**src/rtl/sync_fifo_if.sv**
```systemverilog
// Handshake/status bundle for sync_fifo; overflow/underflow exist only when SYNC_FIFO_ERR_EN is defined.
interface sync_fifo_if #(
  parameter int unsigned DATA_W = 4,
  parameter int unsigned ADDR_W = 3
);
  logic              wr;
  logic              rd;
  logic [DATA_W-1:0] din;
  logic [DATA_W-1:0] dout;
  logic              empty;
  logic              full;
  logic              almost_empty;
  logic              almost_full;
  logic [ADDR_W:0]   count;
`ifdef SYNC_FIFO_ERR_EN
  logic              overflow;
  logic              underflow;
`endif

  modport master (
    output wr, rd, din,
    input  dout, empty, full, almost_empty, almost_full, count
`ifdef SYNC_FIFO_ERR_EN
    , input overflow, underflow
`endif
  );

  modport slave (
    input  wr, rd, din,
    output dout, empty, full, almost_empty, almost_full, count
`ifdef SYNC_FIFO_ERR_EN
    , output overflow, underflow
`endif
  );
endinterface

```
**src/rtl/sync_fifo.sv**
```systemverilog
// Synchronous FIFO with registered read data and registered status flags.
// Define SYNC_FIFO_ERR_EN to add sticky overflow/underflow flags.
module sync_fifo #(
  parameter int unsigned DATA_W    = 4,
  parameter int unsigned ADDR_W    = 3,
  parameter int unsigned AFULL_TH  = 6,
  parameter int unsigned AEMPTY_TH = 2
) (
  input  logic           clk,
  input  logic           rst,
  sync_fifo_if.slave     bus
);
  localparam int unsigned DEPTH = 1 << ADDR_W;
  localparam int unsigned PTR_W = ADDR_W + 1;

  logic [DATA_W-1:0] mem [DEPTH];

  logic [PTR_W-1:0]  wptr;
  logic [PTR_W-1:0]  rptr;
  logic [PTR_W-1:0]  count_q;
  logic [DATA_W-1:0] dout_q;
  logic              empty_q;
  logic              full_q;
  logic              aempty_q;
  logic              afull_q;

  logic              wr_ok;
  logic              rd_ok;
  logic [PTR_W-1:0]  wptr_n;
  logic [PTR_W-1:0]  rptr_n;
  logic [PTR_W-1:0]  count_n;

  // Acceptance uses the flags registered before this edge.
  always_comb begin
    wr_ok   = bus.wr && !full_q;
    rd_ok   = bus.rd && !empty_q;
    wptr_n  = wptr + PTR_W'(wr_ok);
    rptr_n  = rptr + PTR_W'(rd_ok);
    count_n = wptr_n - rptr_n;
  end

  // Storage is never reset; writes are suppressed while rst is high.
  always_ff @(posedge clk) begin
    if (!rst && wr_ok) begin
      mem[wptr[ADDR_W-1:0]] <= bus.din;
    end
  end

  always_ff @(posedge clk) begin
    if (rst) begin
      wptr     <= '0;
      rptr     <= '0;
      count_q  <= '0;
      dout_q   <= '0;
      empty_q  <= 1'b1;
      full_q   <= 1'b0;
      aempty_q <= 1'b1;
      afull_q  <= 1'b0;
    end else begin
      wptr     <= wptr_n;
      rptr     <= rptr_n;
      count_q  <= count_n;
      empty_q  <= (wptr_n == rptr_n);
      full_q   <= (wptr_n[ADDR_W] != rptr_n[ADDR_W]) &&
                  (wptr_n[ADDR_W-1:0] == rptr_n[ADDR_W-1:0]);
      aempty_q <= (count_n <= PTR_W'(AEMPTY_TH));
      afull_q  <= (count_n >= PTR_W'(AFULL_TH));
      if (rd_ok) begin
        dout_q <= mem[rptr[ADDR_W-1:0]];
      end
    end
  end

  assign bus.dout         = dout_q;
  assign bus.empty        = empty_q;
  assign bus.full         = full_q;
  assign bus.almost_empty = aempty_q;
  assign bus.almost_full  = afull_q;
  assign bus.count        = count_q;

`ifdef SYNC_FIFO_ERR_EN
  logic ovf_q;
  logic unf_q;

  // Sticky: set on any rejected request, cleared only by reset.
  always_ff @(posedge clk) begin
    if (rst) begin
      ovf_q <= 1'b0;
      unf_q <= 1'b0;
    end else begin
      ovf_q <= ovf_q | (bus.wr & full_q);
      unf_q <= unf_q | (bus.rd & empty_q);
    end
  end

  assign bus.overflow  = ovf_q;
  assign bus.underflow = unf_q;
`endif
endmodule
```
**src/flat_wrapper.sv**
```systemverilog
// flat-port wrapper written by rule: the top's interface ports become plain ports
module sync_fifo_flat 
#(
  parameter int unsigned DATA_W    = 4,
  parameter int unsigned ADDR_W    = 3,
  parameter int unsigned AFULL_TH  = 6,
  parameter int unsigned AEMPTY_TH = 2
)
  (clk, rst, bus_wr, bus_rd, bus_din, bus_dout, bus_empty, bus_full, bus_almost_empty, bus_almost_full, bus_count);
  sync_fifo_if #(.DATA_W(DATA_W), .ADDR_W(ADDR_W)) bus_i ();
  input  logic clk;
  input  logic rst;
  input wire logic [$bits(bus_i.wr)-1:0] bus_wr;
  input wire logic [$bits(bus_i.rd)-1:0] bus_rd;
  input wire logic [$bits(bus_i.din)-1:0] bus_din;
  output wire logic [$bits(bus_i.dout)-1:0] bus_dout;
  output wire logic [$bits(bus_i.empty)-1:0] bus_empty;
  output wire logic [$bits(bus_i.full)-1:0] bus_full;
  output wire logic [$bits(bus_i.almost_empty)-1:0] bus_almost_empty;
  output wire logic [$bits(bus_i.almost_full)-1:0] bus_almost_full;
  output wire logic [$bits(bus_i.count)-1:0] bus_count;
  assign bus_i.wr = bus_wr;
  assign bus_i.rd = bus_rd;
  assign bus_i.din = bus_din;
  assign bus_dout = bus_i.dout;
  assign bus_empty = bus_i.empty;
  assign bus_full = bus_i.full;
  assign bus_almost_empty = bus_i.almost_empty;
  assign bus_almost_full = bus_i.almost_full;
  assign bus_count = bus_i.count;
  sync_fifo #(.DATA_W(DATA_W), .ADDR_W(ADDR_W), .AFULL_TH(AFULL_TH), .AEMPTY_TH(AEMPTY_TH)) u_core (.clk(clk), .rst(rst), .bus(bus_i));
endmodule
```
**config.mk**
```make
export PLATFORM = sky130hd
export DESIGN_NAME = sync_fifo_flat
export DESIGN_NICKNAME = d
export VERILOG_FILES = /design/src/rtl/sync_fifo_if.sv /design/src/rtl/sync_fifo.sv /design/src/flat_wrapper.sv
export SDC_FILE = /design/constraint.sdc
export NUM_CORES = 1
export LEC_CHECK = 0
export ABC_AREA = 0
export BUFFER_PORTS_ARGS = -buffer_cell sky130_fd_sc_hd__buf_2
export CAP_MARGIN = 20
export CORE_ASPECT_RATIO = 0.9
export CORE_UTILIZATION = 46
export CTS_CLUSTER_SIZE = 30
export DETAILED_ROUTE_END_ITERATION = 10
export GPL_TIMING_DRIVEN = 0
export SLEW_MARGIN = 15
export SYNTH_ARGS = -nofsm -noshare
export SYNTH_HDL_FRONTEND = slang
export SYNTH_SLANG_ARGS = --single-unit
```
**constraint.sdc**
```tcl
create_clock -name clk -period 2.8 [get_ports clk]
set_input_delay 0.42 -clock clk [delete_from_list [all_inputs] [get_ports clk]]
set_output_delay 0.42 -clock clk [all_outputs]
set_load 0.1 [all_outputs]
```
-- Yosys cells after proc, flatten, opt, wreduce, memory -nomap -nowiden
Memory sizes are Yosys's and may differ from the RTL's. A register that Yosys moved wholly into a read port is not among the register bits.
Cells that the tools add are included.
- register bits: 16
- latch bits: 0
- memory bits (writable): 32
- memory bits (read-only): 0
- input port bits: 8
- output and inout bits: 12
- word-level logic and storage cells: 25
- memories: 1
- memories (memory ; words ; width ; rd ports ; clocked after memory_dff ; write ports ; line ; text):
    u_core.mem ; 8 ; 4 ; 1 ; 1 ; 1 ; sync_fifo.sv:16 ; logic [DATA_W-1:0] mem [DEPTH];
- add/sub/neg operators: 3
- multiply operators: 0
- divide/modulo/power cells: 0
- $lt $le $gt $ge: 2
- equality and inequality tests: 3
- shifts and indexed selects: 0
- mux-type cells: 2
- bitwise logic cells: 0
- reductions and logical operators: 7
- operator list (kind ; count):
    adder 4 x 1 -> 4 bit ; 2
    == test 4 bit ; 1
    >= comparator 4 x 3 -> 1 bit (second input constant) ; 1
    less-or-equal comparator 4 x 2 -> 1 bit (second input constant) ; 1
    logical AND 1 bit ; 4
    subtractor 4 bit ; 1
    == test 3 bit ; 1
    zero test 1 bit ; 3
    2-to-1 mux 1 bit ; 2
    inequality test 1 bit ; 1

-- Longest topological paths before layout
- depth after elaboration: 5
- mapped depth: 11
- depth with buffers taken out: 11

-- Least setup slack after synthesis
OpenSTA, ideal clock, no wires.
- kind: reg-to-reg
- start point: reg u_core.empty_q, in the netlist u_core.bus.empty
- end point: reg u_core.aempty_q, in the netlist u_core.bus.almost_empty
- arrival: 2.653 ns
- data required time: 2.685 ns
- slack: 0.032 ns
- cell stages (with the launch flop): 10
- buffers on the path: 1
- period minus slack after synthesis: 2.768 ns
- cell sequence: dfxtp_1 > nor2b_1 > clkbuf_1 > ha_1 > ha_1 > inv_1 > maj3_2 > maj3_2 > xnor2_2 > o21ba_1
- longest elaborated chain between the ends: 5
- ends and longest elaborated chain (what ; line ; text):
    start: declaration ; sync_fifo.sv:22 ; logic empty_q;
    start signal: assignment ; sync_fifo.sv:63 ; empty_q <= (wptr_n == rptr_n);
    zero test 1 bit ; sync_fifo.sv:36 ; rd_ok = bus.rd && !empty_q;
    logical AND 1 bit ; sync_fifo.sv:36 ;
    adder 4 x 1 -> 4 bit ; sync_fifo.sv:38 ; rptr_n = rptr + PTR_W'(rd_ok);
    via u_core.rptr_n[0] ; sync_fifo.sv:30 ; logic [PTR_W-1:0] rptr_n;
    subtractor 4 bit ; sync_fifo.sv:39 ; count_n = wptr_n - rptr_n;
    less-or-equal comparator 4 x 2 -> 1 bit ; sync_fifo.sv:66 ; aempty_q <= (count_n <= PTR_W'(AEMPTY_TH));
    end signal: assignment ; sync_fifo.sv:66 ;
    end: declaration ; sync_fifo.sv:24 ; logic aempty_q;
The timed path passes the listed nets, and every way through them passes these cells.
A chain may end at the register's enable or synchronous reset.

-- Worst setup path after layout
- start point: reg u_core.empty_q, in the netlist u_core.bus.empty
- end point: reg u_core.aempty_q, in the netlist u_core.bus.almost_empty
- longest elaborated chain between the ends: 5
- ends and longest elaborated chain (what ; line):
    zero test 1 bit ; sync_fifo.sv:36
    logical AND 1 bit ; sync_fifo.sv:36
    adder 4 x 1 -> 4 bit ; sync_fifo.sv:38
    subtractor 4 bit ; sync_fifo.sv:39
    less-or-equal comparator 4 x 2 -> 1 bit ; sync_fifo.sv:66
No other way between the ends.

==> reports/results.txt <==
STA puts the critical path data arrival time at 2.46 ns. After detailed routing, the total wire length is 3.47 mm. Counting every sink on the clock net gives 52. The count of hold buffers inserted by post-cts repair was 0. Net switching is 34.7% of the power. The critical hold path startpoint was rst. Dividing the detail-routed wire length by the instance count gives 15.4 um.

In the routed layout, each cell is associated on average with a via count of 4.99. Counting every net in the synthesized netlist gives 154. The maximum number of pins on one net before global-route repair was 15.

The worst setup path is captured at a flop. At the later pin of the worst-skew pair, clock insertion delay measures 0.30 ns. The worst setup path is of the reg -> reg kind.

The share of power burned in the clock network came out at 22.1%. For this design the static power due to leakage is 0.868 nW. The die covers 0.00486 sq mm. Across the run, the number of max-cap violations was 0.

Of the total power, registers draw 49.5%. The remaining antenna violation count is 0. Hold timing on the final database bottoms out at a slack of 0.364 ns.

The worst setup path is launched from a flop. The weighted congestion reported at the end of routability-driven placement was 0.765; the wire length of the first global-routing pass was 5.64 mm. Sorting the synthesized cells by area gives the leading types as edfxtp_1 (46%), dfxtp_1 (19%), mux4_2 (8.5%). The layout cell share with drive strength beyond 1 came out at 26.5%. Number of buffer cells added on primary ports: 19. After synthesis the cells add up to 0.00211 sq mm. The run finished with clean final reports.

The register clock-pin slew on the reported worst setup and hold paths works out to 0.08 ns. The most common cell in the netlist is edfxtp_1. The maximum fanout encountered on the critical timing path is 10, and the DRC violation count after routing is 0. In this run the power density over the cells is 751 mW/mm^2. The average instance in the mapped netlist occupies 15.1 sq um. TritonCTS built the clock tree. Of all cell types, the one taking the most synthesized area is edfxtp_1.

Summed over all nets, the switching power comes to 615 uW. The final hold violation count was 0. VDD sags by at most 376 uV. Setup violations remaining at the end of the flow were counted as 0.

The class of the most critical hold timing path was in -> reg. The detailed router finished its first iteration with 55 violations. Ranked by instance count, the synthesized netlist is headed by edfxtp_1 (32), nor2_1 (21), dfxtp_1 (20), mux4_2 (8), ha_1 (6).

For this run, the detailed router's first-pass iteration total came to 4. Cell internal power was estimated by the tool at 1.16 mW. Summed over all nets, the half-perimeter wirelength after detailed placement is 2.52 mm. In this run the worst setup path begins at u_core.bus.empty. After filler insertion, the fill cell instance count of the layout stands at 366. Counting the buffers created by CTS gives 5. After routing, the total negative slack on setup checks comes to 0 ns. The final critical path takes up 80.6% of the cycle. The logs give 64.5% for the sequential fraction of the synthesis area and 140 for the number of instances in the synthesized netlist.

The total overflow left after global routing is 0. The clock arrives with 0.00490 ns of skew. The logs give 2 for the maximum count of clock buffers along a single path and 1,127 for the number of vias in the routed layout. Once the floorplan was initialized, standard cells occupied 49.8% of the core. The shortest period the worst path allows works out to 2.26 ns.

Relative slew slack: 46.9%. Number of distinct standard cells referenced by the synthesized netlist: 29. The tree is rooted in a clkbuf_8. The run gives 0.00424 sq mm as the core outline area.

After clock tree synthesis, the repair step resized 0 gates. The flop and latch count out of synthesis works out to 52. In this run, synthesis inferred 32 flip-flops with an integrated enable. For the worst setup path, the data required time is 3.00 ns. Number of standard-cell rows in the floorplan: 22.

The top cell type by area accounts for 45.6% of the synthesized area. The startpoint identified for the worst register-to-register timing path is u_core.bus.empty. The run gives 180 as the net total in the final layout. The number of antenna diodes was 0; the area overhead of the layout relative to synthesis was 11.7%. CTS built an H-tree with a depth of 2. Number of global-route vias before repair: 1,112. At the pin with the least slew margin, the transition time is 0.791 ns. Setup repair after global routing left no endpoint under its margin. Based on the critical path, the design can be clocked at up to 443 MHz. Pin placement for this block handled 20 I/O pins. For the portion of total power attributed to combinational logic, the log shows 28.4%. Post-CTS timing repair inserted 0 buffers for setup.

After synthesis, the share of flip-flops with an asynchronous set or reset is 0%. The die extent in y is 66.2 um, and the initial antenna violation count is 0. Measured along the x axis, the die boundary spans 73.4 um. The run gives 0 as the total number of yosys warnings. Most used flip-flop cell after synthesis: edfxtp_1.

The tools report the total count of max-transition violations in the final report as 0. Global routing used 16.7% of the available tracks across all layers.
==> cell families (layout without fill, tap and decap cells) <==
family,Yosys count,after routing,synth area share [%]
adders and majority gates,8,8,4.63
xor gates and xnor gates,10,10,6.70
buffers and inverters,10,36,2.25
muxes,12,12,10.4
DFF,52,52,64.5
and+or+nand+nor,39,39,8.30
AOI/OAI and AO/OA,9,9,3.14
==> critical path, stage by stage, from the launching register on <==
cell and delay [ns]:
dfxtp_1 0.31, nor2b_1 0.10, clkbuf_1 0.35, ha_1 0.27, xnor2_2 0.12, maj3_2 0.33, maj3_2 0.34, xnor2_2 0.16
o21ba_1 0.17
==> path summary, 6_finish.rpt <==
check / to / slack (ns) / depth (start not counted)
hold / removal: u_core.bus.count[0] / 0.36 / 2
hold reg to reg: u_core.bus.dout[1] / 0.50 / 2
setup / recovery: u_core.bus.almost_empty / 0.54 / 8
setup reg to reg: u_core.bus.almost_empty / 0.54 / 8
==> metrics by stage <==
stage               util [%]  std cells  setup slack (ns)  total power [mW]  cell area [sq um]
floorplan                  -        140            0.0323              1.32               2110
global placement        53.8        219             0.348              1.40               2280
detailed placement      53.8        219             0.295              1.40               2280
CTS                     55.6        226             0.527              1.78               2360
global route            55.6        226             0.349              1.85               2360
finish                  55.6        226             0.544              1.77               2360
==> power by group through the flow <==
stage / sequential [mW] / clock, mW / combinational (mW)
2_1_floorplan: 1.15 / 0 / 0.170
3_3_place_gp: 0.893 / 0 / 0.502
3_5_place_dp: 0.896 / 0 / 0.506
4_1_cts: 0.878 / 0.398 / 0.507
5_1_grt: 0.883 / 0.433 / 0.535
6_report: 0.877 / 0.391 / 0.503
==> registers in the layout (all words and copies together) (netlist names) <==
name and cells:
u_core.bus.full 1, u_core.bus.dout 4, u_core.bus.empty 1, u_core.bus.almost_full 1, u_core.mem 32, u_core.rptr 4, u_core.wptr 4, u_core.bus.almost_empty 1
u_core.bus.count 4
==> cell usage in the layout, fill, tap and decap left out, types with 5 or more instances in the layout <==
| cell | count |
|---|---|
| buf_2 | 21 |
| clkbuf_8 | 5 |
| dfxtp_1 | 20 |
| edfxtp_1 | 32 |
| ha_1 | 6 |
| mux4_2 | 8 |
| nand2_1 | 5 |
| nor2_1 | 21 |
| xnor2_2 | 5 |
==> per-layer routing <==
metal	up-vias	share of wire [%]	global-route usage (%)
li1	552	-	-
met1	547	51	23.3
met2	23	45	25.1
met3	5	3.5	5.49
met4	0	0.92	4.33
met5	-	0	0
==> layout make-up <==
type | count | area, sq um | area share, %
timing repair buffer | 19 | 95.1 | 4.03
buffer | 6 | 32.5 | 1.38
multi-input combinational | 78 | 701 | 29.7
clock buffer | 6 | 72.6 | 3.08
inverter | 4 | 15.0 | 0.637
clock inverter | 1 | 5.00 | 0.212
sequential | 52 | 1360 | 57.7
tap | 60 | 75.1 | 3.18
(Power assumes the default switching activity.)
